File: src/rtl/systolic_tile_sequencer.sv
// Control sequencer for a weight-stationary systolic tile: weight load, double-buffered ifm compute, row write-back.
// Optional macro SYSTOLIC_TILE_SEQUENCER_PERF_CNT_EN adds stall_cycles/busy_cycles performance counters.
module systolic_tile_sequencer #(
    parameter int SYSTOLIC_SIZE = 16,
    parameter int KERNEL_SIZE   = 3,
    parameter int NO_CHANNEL    = 3,
    parameter int NO_FILTER     = 16,
    parameter int NO_TILE       = 10764,
    localparam int L_LEN  = KERNEL_SIZE * KERNEL_SIZE * NO_CHANNEL,
    localparam int P_LEN  = L_LEN + 2 * (SYSTOLIC_SIZE - 1),
    localparam int N_GRP  = (NO_FILTER + SYSTOLIC_SIZE - 1) / SYSTOLIC_SIZE,
    localparam int ROW_W  = $clog2(SYSTOLIC_SIZE),
    localparam int TILE_W = (NO_TILE > 1) ? $clog2(NO_TILE) : 1,
    localparam int GRP_W  = (N_GRP > 1) ? $clog2(N_GRP) : 1
) (
    input  logic              clk,
    input  logic              rst_n,
    input  logic              start,
    input  logic              wr_ready,
    output logic              busy,
    output logic              done,
    output logic              load_wgt,
    output logic              select_wgt,
    output logic              wgt_rf_valid,
    output logic              load_ifm,
    output logic              ifm_buf_wr_sel,
    output logic              ifm_buf_rd_sel,
    output logic              pe_en,
    output logic              reset_pe,
    output logic              wr_valid,
    output logic [1:0]        ifm_rf_valid,
    output logic [ROW_W-1:0]  wr_row,
    output logic [TILE_W-1:0] tile_idx,
    output logic [GRP_W-1:0]  filter_grp
`ifdef SYSTOLIC_TILE_SEQUENCER_PERF_CNT_EN
    ,
    output logic [31:0]       stall_cycles,
    output logic [31:0]       busy_cycles
`endif
);

    localparam int CNT_W = $clog2(P_LEN + 1);

    localparam logic [CNT_W-1:0]  L_LAST = CNT_W'(L_LEN - 1);
    localparam logic [CNT_W-1:0]  L_CNT  = CNT_W'(L_LEN);
    localparam logic [CNT_W-1:0]  P_LAST = CNT_W'(P_LEN - 1);
    localparam logic [TILE_W-1:0] T_LAST = TILE_W'(NO_TILE - 1);
    localparam logic [GRP_W-1:0]  G_LAST = GRP_W'(N_GRP - 1);
    localparam logic [ROW_W-1:0]  R_LAST = ROW_W'(SYSTOLIC_SIZE - 1);

    typedef enum logic [2:0] {
        IDLE,
        LOAD_WGT,
        COMPUTE,
        WRITE,
        DONE
    } state_t;

    state_t             state_q, state_d;
    logic [CNT_W-1:0]   cnt_q, cnt_d;
    logic [TILE_W-1:0]  tile_q, tile_d;
    logic [GRP_W-1:0]   grp_q, grp_d;
    logic               wr_act_q, wr_act_d;
    logic [ROW_W-1:0]   row_q, row_d;
    logic               stall;
    logic               phase_end;
    logic               last_row;
    logic               preload;

    assign stall     = wr_act_q & ~wr_ready;
    assign phase_end = (state_q == COMPUTE) && (cnt_q == P_LAST);
    assign last_row  = wr_act_q && (row_q == R_LAST);
    assign preload   = (tile_q != T_LAST) && (cnt_q < L_CNT);

    always_ff @(posedge clk or negedge rst_n) begin
        if (!rst_n) begin
            state_q  <= IDLE;
            cnt_q    <= '0;
            tile_q   <= '0;
            grp_q    <= '0;
            wr_act_q <= 1'b0;
            row_q    <= '0;
        end else begin
            state_q  <= state_d;
            cnt_q    <= cnt_d;
            tile_q   <= tile_d;
            grp_q    <= grp_d;
            wr_act_q <= wr_act_d;
            row_q    <= row_d;
        end
    end

    // The write-back stream runs alongside the next phase, so it is sequenced independently of state.
    always_comb begin
        state_d  = state_q;
        cnt_d    = cnt_q;
        tile_d   = tile_q;
        grp_d    = grp_q;
        wr_act_d = wr_act_q;
        row_d    = row_q;
        if (!stall) begin
            if (phase_end) begin
                wr_act_d = 1'b1;
                row_d    = '0;
            end else if (wr_act_q) begin
                if (last_row) begin
                    wr_act_d = 1'b0;
                    row_d    = '0;
                end else begin
                    row_d = row_q + 1'b1;
                end
            end
            case (state_q)
                IDLE: begin
                    if (start) begin
                        state_d = LOAD_WGT;
                        cnt_d   = '0;
                        tile_d  = '0;
                        grp_d   = '0;
                    end
                end
                LOAD_WGT: begin
                    if (cnt_q == L_LAST) begin
                        state_d = COMPUTE;
                        cnt_d   = '0;
                    end else begin
                        cnt_d = cnt_q + 1'b1;
                    end
                end
                COMPUTE: begin
                    if (phase_end) begin
                        cnt_d = '0;
                        if (tile_q == T_LAST) begin
                            state_d = WRITE;
                        end else begin
                            tile_d = tile_q + 1'b1;
                        end
                    end else begin
                        cnt_d = cnt_q + 1'b1;
                    end
                end
                WRITE: begin
                    if (last_row) begin
                        if (grp_q != G_LAST) begin
                            grp_d   = grp_q + 1'b1;
                            tile_d  = '0;
                            cnt_d   = '0;
                            state_d = LOAD_WGT;
                        end else begin
                            state_d = DONE;
                        end
                    end
                end
                DONE: begin
                    state_d = IDLE;
                    tile_d  = '0;
                    grp_d   = '0;
                end
                default: state_d = IDLE;
            endcase
        end
    end

    // Tile t is read from buffer t%2 while tile t+1 is written into the other buffer.
    always_comb begin
        busy           = (state_q != IDLE);
        done           = (state_q == DONE);
        load_wgt       = 1'b0;
        select_wgt     = 1'b0;
        wgt_rf_valid   = 1'b0;
        load_ifm       = 1'b0;
        ifm_buf_wr_sel = 1'b0;
        ifm_buf_rd_sel = 1'b0;
        ifm_rf_valid   = 2'b00;
        pe_en          = 1'b0;
        reset_pe       = 1'b0;
        case (state_q)
            LOAD_WGT: begin
                load_wgt     = 1'b1;
                select_wgt   = 1'b1;
                wgt_rf_valid = 1'b1;
                load_ifm     = 1'b1;
                ifm_rf_valid = 2'b01;
            end
            COMPUTE: begin
                pe_en          = 1'b1;
                ifm_buf_rd_sel = tile_q[0];
                ifm_buf_wr_sel = ~tile_q[0];
                ifm_rf_valid   = tile_q[0] ? 2'b10 : 2'b01;
                reset_pe       = (cnt_q == P_LAST);
                if (preload) begin
                    load_ifm     = 1'b1;
                    ifm_rf_valid = 2'b11;
                end
            end
            default: ;
        endcase
        if (stall) begin
            load_wgt     = 1'b0;
            wgt_rf_valid = 1'b0;
            load_ifm     = 1'b0;
            ifm_rf_valid = 2'b00;
            pe_en        = 1'b0;
            reset_pe     = 1'b0;
        end
    end

    assign wr_valid   = wr_act_q;
    assign wr_row     = row_q;
    assign tile_idx   = tile_q;
    assign filter_grp = grp_q;

`ifdef SYSTOLIC_TILE_SEQUENCER_PERF_CNT_EN
    // Counters restart on each accepted run and stick at all-ones instead of wrapping.
    always_ff @(posedge clk or negedge rst_n) begin
        if (!rst_n) begin
            stall_cycles <= '0;
            busy_cycles  <= '0;
        end else if ((state_q == IDLE) && start) begin
            stall_cycles <= '0;
            busy_cycles  <= '0;
        end else begin
            if (stall && (stall_cycles != '1)) begin
                stall_cycles <= stall_cycles + 1'b1;
            end
            if (busy && (busy_cycles != '1)) begin
                busy_cycles <= busy_cycles + 1'b1;
            end
        end
    end
`endif

endmodule
File: config.mk
export PLATFORM = sky130hd
export DESIGN_NAME = systolic_tile_sequencer
export DESIGN_NICKNAME = d
export VERILOG_FILES = /design/src/rtl/systolic_tile_sequencer.sv
export SDC_FILE = /design/constraint.sdc
export NUM_CORES = 1
export LEC_CHECK = 0
export BUFFER_PORTS_ARGS = -buffer_cell sky130_fd_sc_hd__clkbuf_2
export CAP_MARGIN = 20
export CORE_MARGIN = 5
export CORE_UTILIZATION = 25
export DETAILED_ROUTE_END_ITERATION = 10
export MAX_ROUTING_LAYER = met4
export PLACE_DENSITY = 0.39
export SYNTH_ARGS = -nofsm -noshare
export SYNTH_HDL_FRONTEND = slang
export SYNTH_SLANG_ARGS = --single-unit
File: constraint.sdc
create_clock -name clk -period 2.7 [get_ports clk]
set_input_delay 0.54 -clock clk [delete_from_list [all_inputs] [get_ports clk]]
set_output_delay 0.54 -clock clk [all_outputs]
set_load 0.01 [all_outputs]
==> run metrics, run 1 <==
status finished, final reports clean; Pint roughly 1.1 mW; required time of the critical path 2.16 ns; fraction of layout cells with a size suffix above 1 19.8%; die area 0.00934 sq mm; max frequency 0.390 GHz; Post-synth top flop dfrtp_1; CP Data Arrival Time 2.02 ns; ranking of synthesized cells by area dfrtp_1 37%, nand2_1 5.0%, ha_1 3.3%; number of global-route vias before repair around 1700; Syn Std Cell Area 0.00188 sq mm; period utilisation layout a little over nine tenths; Placed Area approximately 0.0021 sq mm; CTS Hold Bufs 0; NumNets Final 263; worst skew pair latency 0.28 ns; Die Ht a little under 100 um; DRT iter0 DRCs 76; synth unique cells 48; Post-synth top cells 28 x dfrtp_1, 25 x nand2_1, 14 x nor2_1, 12 x a21oi_1, 12 x o21ai_0; Via density 4.97; Clock Power Share 17.8%; leakage power approximately 1.0 nW; Initial Utilization 25.7%; Worst Path Max Fanout 8; CP max-delay cell dfrtp_1; maximum clock path buffer count 2; Port Buffer Count 34; routed wire length around 5400 um; setup_tns 0 ns; cell taking the most area after synthesis dfrtp_1; Power Density 868 mW/mm^2; dpl hpwl 4040 um; Post-Synth XOR/XNOR Area 0%; Max transition margin 48.6%; largest net degree at the start of global routing 29; CP Cell Sequence ha_1 > and3_1 > a21oi_1 > o21ai_0 > a21oi_1 > clkbuf_2; Cells after Synth between 200 and 250; CP top delay family compound AO/OA/AOI/OAI gates; Die Width 96.6 um; Slew @ Worst Pin 0.771 ns; router iterations before antenna repair 4; clk slew on worst S/H paths 0.11 ns; setup violators final 0; switching power around 0.84 mW; Synth Area in Compound Gates 22.0%; CP most frequent cell a21oi_1; syn_nets 229; drc violations 0; Post-Synth Adder-Cell Area 3.33%; post-CTS setup repair buffer count 0; CTS HTree Levels 1; Filler cells roughly 840; routed via count 1749; initial antenna violation count 0; max-cap violation count 0; yosys warns 0; max incr delay on CP 0.48 ns; post-route ant nets 0; number of flops mapped to enable cells by yosys 0; Hold WC Path Type input pin to async pin; WL/cell 15.3 um; finished layout cell area 0.00222 sq mm; clock sink total 28; Antenna diodes 0; Synth top area share 37.3%; CTS tree yes; gpl congestion 0.782; # resized after CTS 0; Slew Limit Fails 0; CP bufs+invs 1; mux cell area share after synthesis approximately 1.2%; Crit Path Category flip-flop to output pin; DP Cell Count 348; post-synthesis simple-gate area fraction 30.5%; Fin. Hold Viols 0; Core Box Area about 0.0073 sq mm; first-pass GRT wire length 9040 um; Final min period 2.56 ns; Crit. End Element output pin; top-count cell post-synth dfrtp_1; Non-Filler Instances about 350; total gr overflow 0; Rows 31; CTS Root Cell clkbuf_8; Sequential Power Share 31.3%; combinational power share 50.8%; maximum VDD drop between 0.2 and 0.3 mV; clk_skew 0.00726 ns; unrepaired setup endpoints after global routing no; synthesis-stage register bit count 28; All-Layer GR Usage 12.0%; main combinational cell family by area after synthesis simple AND/OR/NAND/NOR gates; syn avg cell area ~8.5 sq um; Top Ports 36; area grow syn2layout 18.2%; sequential share of the synthesized area roughly 37%; FFs w/ async S/R, synth 100%; total CTS buffers 3; Net Sw Frac between 40% and 50%; crit start category flip-flop
## final cells by class
| cell class | instances | area, sq um | area share (%) |
|---|---|---|---|
| clock buffers | 3 | 41.3 | 1.86 |
| clock inverters | 1 | 30.0 | 1.35 |
| inverters | 9 | 33.8 | 1.52 |
| multi-input cells | 172 | 1070 | 48.4 |
| flip-flops and latches | 28 | 701 | 31.6 |
| well taps | 99 | 124 | 5.58 |
| repair buffers | 40 | 215 | 9.70 |
## power groups by stage
| stage | Clock (mW) | Sequential, mW | Combinational, mW |
|---|---|---|---|
| floorplan | 0 | 0.590 | 0.677 |
| global placement | 0 | 0.610 | 1.02 |
| detailed placement | 0 | 0.614 | 0.996 |
| CTS | 0.364 | 0.604 | 1.00 |
| global route | 0.379 | 0.622 | 1.10 |
| finish | 0.343 | 0.603 | 0.978 |
## state kept, by name, indices dropped and copies added (netlist names)
name	cells
wr_row	4
wr_valid	1
cnt_q	6
tile_idx	14
state_q	3
## kinds of logic (layout without fill, tap and decap cells)
logic type,count (synthesis),count (layout)
AO/OA/AOI/OAI,62,62
flip-flops,28,28
other,1,1
buffers and inverters,20,53
adder cells (fa/ha/maj),5,5
multiplexers,2,2
AND/OR/NAND/NOR,102,102
## final timing paths
check                                  start               to  slack [ns]  cells after the start
worst max register to register    state_q[1]     tile_idx[12]        0.53                      6
worst max-delay path             tile_idx[0]  ifm_rf_valid[0]        0.14                      6
worst min register to register  tile_idx[12]     tile_idx[12]        0.56                      1
max in group asynchronous              rst_n         wr_valid        1.90                      1
min in group clk                tile_idx[12]     tile_idx[12]        0.56                      1
worst min-delay path                   rst_n     tile_idx[11]        0.31                      1
## cells in the final DEF (no fill, tap or decap), drive strengths merged, types with 2 or more instances in the layout
cell / netlist / routed
a211o: 3 / 3
a211oi: 3 / 3
a21o: 5 / 5
a21oi: 12 / 12
a31oi: 7 / 7
and3: 9 / 9
buf: 9 / 6
clkbuf: 2 / 37
dfrtp: 28 / 28
ha: 5 / 5
inv: 9 / 9
mux2: 2 / 2
nand2: 26 / 26
nand2b: 6 / 6
nand3: 10 / 10
nand4: 4 / 4
nor2: 14 / 14
nor2b: 2 / 2
nor3: 9 / 9
nor3b: 2 / 2
nor4: 2 / 2
nor4b: 5 / 5
o211ai: 2 / 2
o21ai: 18 / 18
o21bai: 2 / 2
o22ai: 3 / 3
or3: 6 / 6
or3b: 2 / 2
## through the flow
stage | worst slack, ns | power (mW) | hold slack [ns] | util [%]
6_report | 0.136 | 1.93 | 0.307 | 30.4
5_1_grt | 0.00343 | 2.10 | 0.361 | 30.4
4_1_cts | 0.139 | 1.97 | 0.327 | 30.4
3_5_place_dp | 0.481 | 1.61 | 0.534 | 29.4
3_3_place_gp | 0.476 | 1.63 | 0.539 | 29.4
2_1_floorplan | 0.569 | 1.27 | 0.244 | -
## per-layer routing
| layer | vias up | share of wire [%] | routed length [um] | global-route usage [%] |
|---|---|---|---|---|
| li1 | 876 | - | - | - |
| met1 | 836 | 50 | 2690 | 15.8 |
| met2 | 32 | 45 | 2440 | 18.9 |
| met3 | 5 | 3.6 | 191 | 2.59 |
| met4 | 0 | 0.95 | 51 | 2.81 |
| met5 | - | 0 | 0 | - |
## worst reg2reg max path: cells and delay by family, from the launching register on
family	cells	cell delay, ns
AOI/OAI and AO/OA	3	0.83
and+or+nand+nor	2	0.66
DFF	1	0.42
buffers and inverters	1	0.19
Note: power is estimated with default switching activity, not from simulation.
==> inputs of run 2 (changes only) <==
--- a/constraint.sdc
+++ b/constraint.sdc
@@ -3,2 +3,2 @@
 set_output_delay 0.54 -clock clk [all_outputs]
-set_load 0.01 [all_outputs]
+set_load 0.1 [all_outputs]
==> run 2 against run 1 <==
Clock skew rose by 0.0051 ns. Register-to-register slack got worse by 0.08 ns. Combinational power rose by 120%. Via count rose by 0.74%. Non-clock buffer count rose by 4. Global-route usage fell by 0.28 points. Maximum frequency fell by 0.22%. Wire length fell by 2.3%. Sequential cell count did not move. Die area did not move. Largest cell class unchanged.
==> run metrics, run 2 (synthesis gave the netlist of run 1 again) <==
status finished, final reports clean; period utilisation layout ~95%; Slew Limit Fails 0; clock sink total 28; maximum VDD drop approximately 1.2 mV; # resized after CTS 0; Hold WC Path Type input pin to async pin; DP Worst Slack 0.391 ns; Filler cells 817; Power Density 1260 mW/mm^2; Hold Slack 0.294 ns; Die Ht 96.6 um; number of flip-flops in the largest register 14; Antenna diodes 0; CTS Root Cell clkbuf_8; leakage power 1.06 nW; number of global-route vias before repair 1731; Core Box Area 0.00729 sq mm; Setup WS post-layout 0.130 ns; Crit. End Element output pin; first-pass GRT wire length 8940 um; Port Buffer Count 34; DP Cell Count 352; Via density 4.95; CTS Hold Bufs 0; commonest cells after routing, fill and taps aside 25 x nand2_1, 25 x clkbuf_2, 23 x dfrtp_1; Reg2Reg Depth 6; initial antenna violation count 0; setup_tns 0 ns; max frequency 0.389 GHz; crit start category flip-flop; Max transition margin 51.3%; clk slew on worst S/H paths 0.11 ns; WL/cell 14.7 um; router iterations before antenna repair 4; Worst R2R Setup Slack 0.45 ns; setup violators final 0; routed via count between 1500 and 2000; CTS HTree Levels 1; Rows 31; total CTS buffers 3; Final min period 2.57 ns; total gr overflow 0; Slew @ Worst Pin 0.731 ns; post-CTS setup repair buffer count 0; Crit Path Category flip-flop to output pin; CTS tree yes; DRT iter0 DRCs 73; dpl hpwl 4000 um; Non-Filler Instances 356; RR Endpoint state_q[0]; Initial Utilization 25.7%; clk_skew 0.0123 ns; R2R Path Start state_q[1]; fraction of layout cells with a size suffix above 1 27.2%; maximum clock path buffer count 2; Die Width 96.6 um; CP Data Arrival Time 2.03 ns; worst skew pair latency 0.28 ns; max-cap violation count 0; routed wire length 5250 um; unrepaired setup endpoints after global routing yes; Fin. Hold Viols 0; required time of the critical path about 2.2 ns; largest net degree at the start of global routing 29; gpl congestion 0.808; area grow syn2layout 29.0%; NumNets Final 267; utilization after layout 33.2%; drc violations 0; Top Ports 36; post-route ant nets 0; Worst Path Max Fanout 8; die area ~0.0093 sq mm; All-Layer GR Usage 11.7%
==> run 2: cell types whose count changed in the layout (fill, tap and decap cells not counted), moves of 2 or more <==
cell | before | now
buf_4 | 6 | 12
buf_12 | 0 | 7
a21oi_2 | 0 | 2
nor2_2 | 0 | 2
dfrtp_2 | 0 | 5
dfrtp_1 | 28 | 23
clkbuf_2 | 34 | 25
nor2_4 | 0 | 4
nor2_1 | 14 | 8
a21oi_1 | 12 | 10
==> run 2: metrics by stage <==
stage / cell area, sq um / power [mW]
after detailed placement: 2340 / 2.74
after global placement: 2340 / 2.74
after floorplan: 1930 / 2.18
final: 2420 / 3.05
after CTS: 2410 / 3.09
after global routing: 2420 / 3.23
==> run 2: final cells by class <==
type	instances	area (sq um)	share of cell area [%]
clock buffers	3	41.3	1.71
well taps	99	124	5.12
inverters	9	37.5	1.55
repair buffers	44	355	14.7
flip-flops and latches	28	707	29.2
clock inverters	1	30.0	1.24
multi-input cells	172	1130	46.5
==> run 2: how the worst max path moves through the flow <==
stage                  from  cells past startpoint         endpoint
2_1_floorplan  tile_idx[10]                      5  ifm_rf_valid[0]
3_3_place_gp    tile_idx[0]                      6  ifm_rf_valid[0]
3_5_place_dp    tile_idx[0]                      6  ifm_rf_valid[0]
4_1_cts         tile_idx[0]                      6  ifm_rf_valid[0]
5_1_grt         tile_idx[0]                      6  ifm_rf_valid[0]
6_report         state_q[1]                      6         load_ifm
==> run 2: where the power goes <==
part           internal (mW)  leakage, nW  total [mW]  switching, mW
Combinational          0.614        0.659        2.12           1.50
Sequential             0.496        0.366       0.592         0.0967
Clock                  0.199       0.0357       0.342          0.144
==> run 2: metal layers <==
metal / vias to the layer above / track usage [%] / part of all wire (%) / routed length [um]
met5: - / - / 0 / 0
met2: 32 / 18.4 / 46 / 2400
met3: 6 / 1.94 / 2.9 / 153
met4: 0 / 2.81 / 0.95 / 50
met1: 842 / 15.8 / 50 / 2650
li1: 882 / - / - / -
==> run 2: critical path: stages, from the launching register on <==
cell	delay [ns]
dfrtp_1	0.47
buf_4	0.20
or3b_1	0.55
clkinvlp_4	0.14
a21oi_1	0.06
nor2_4	0.15
buf_12	0.18
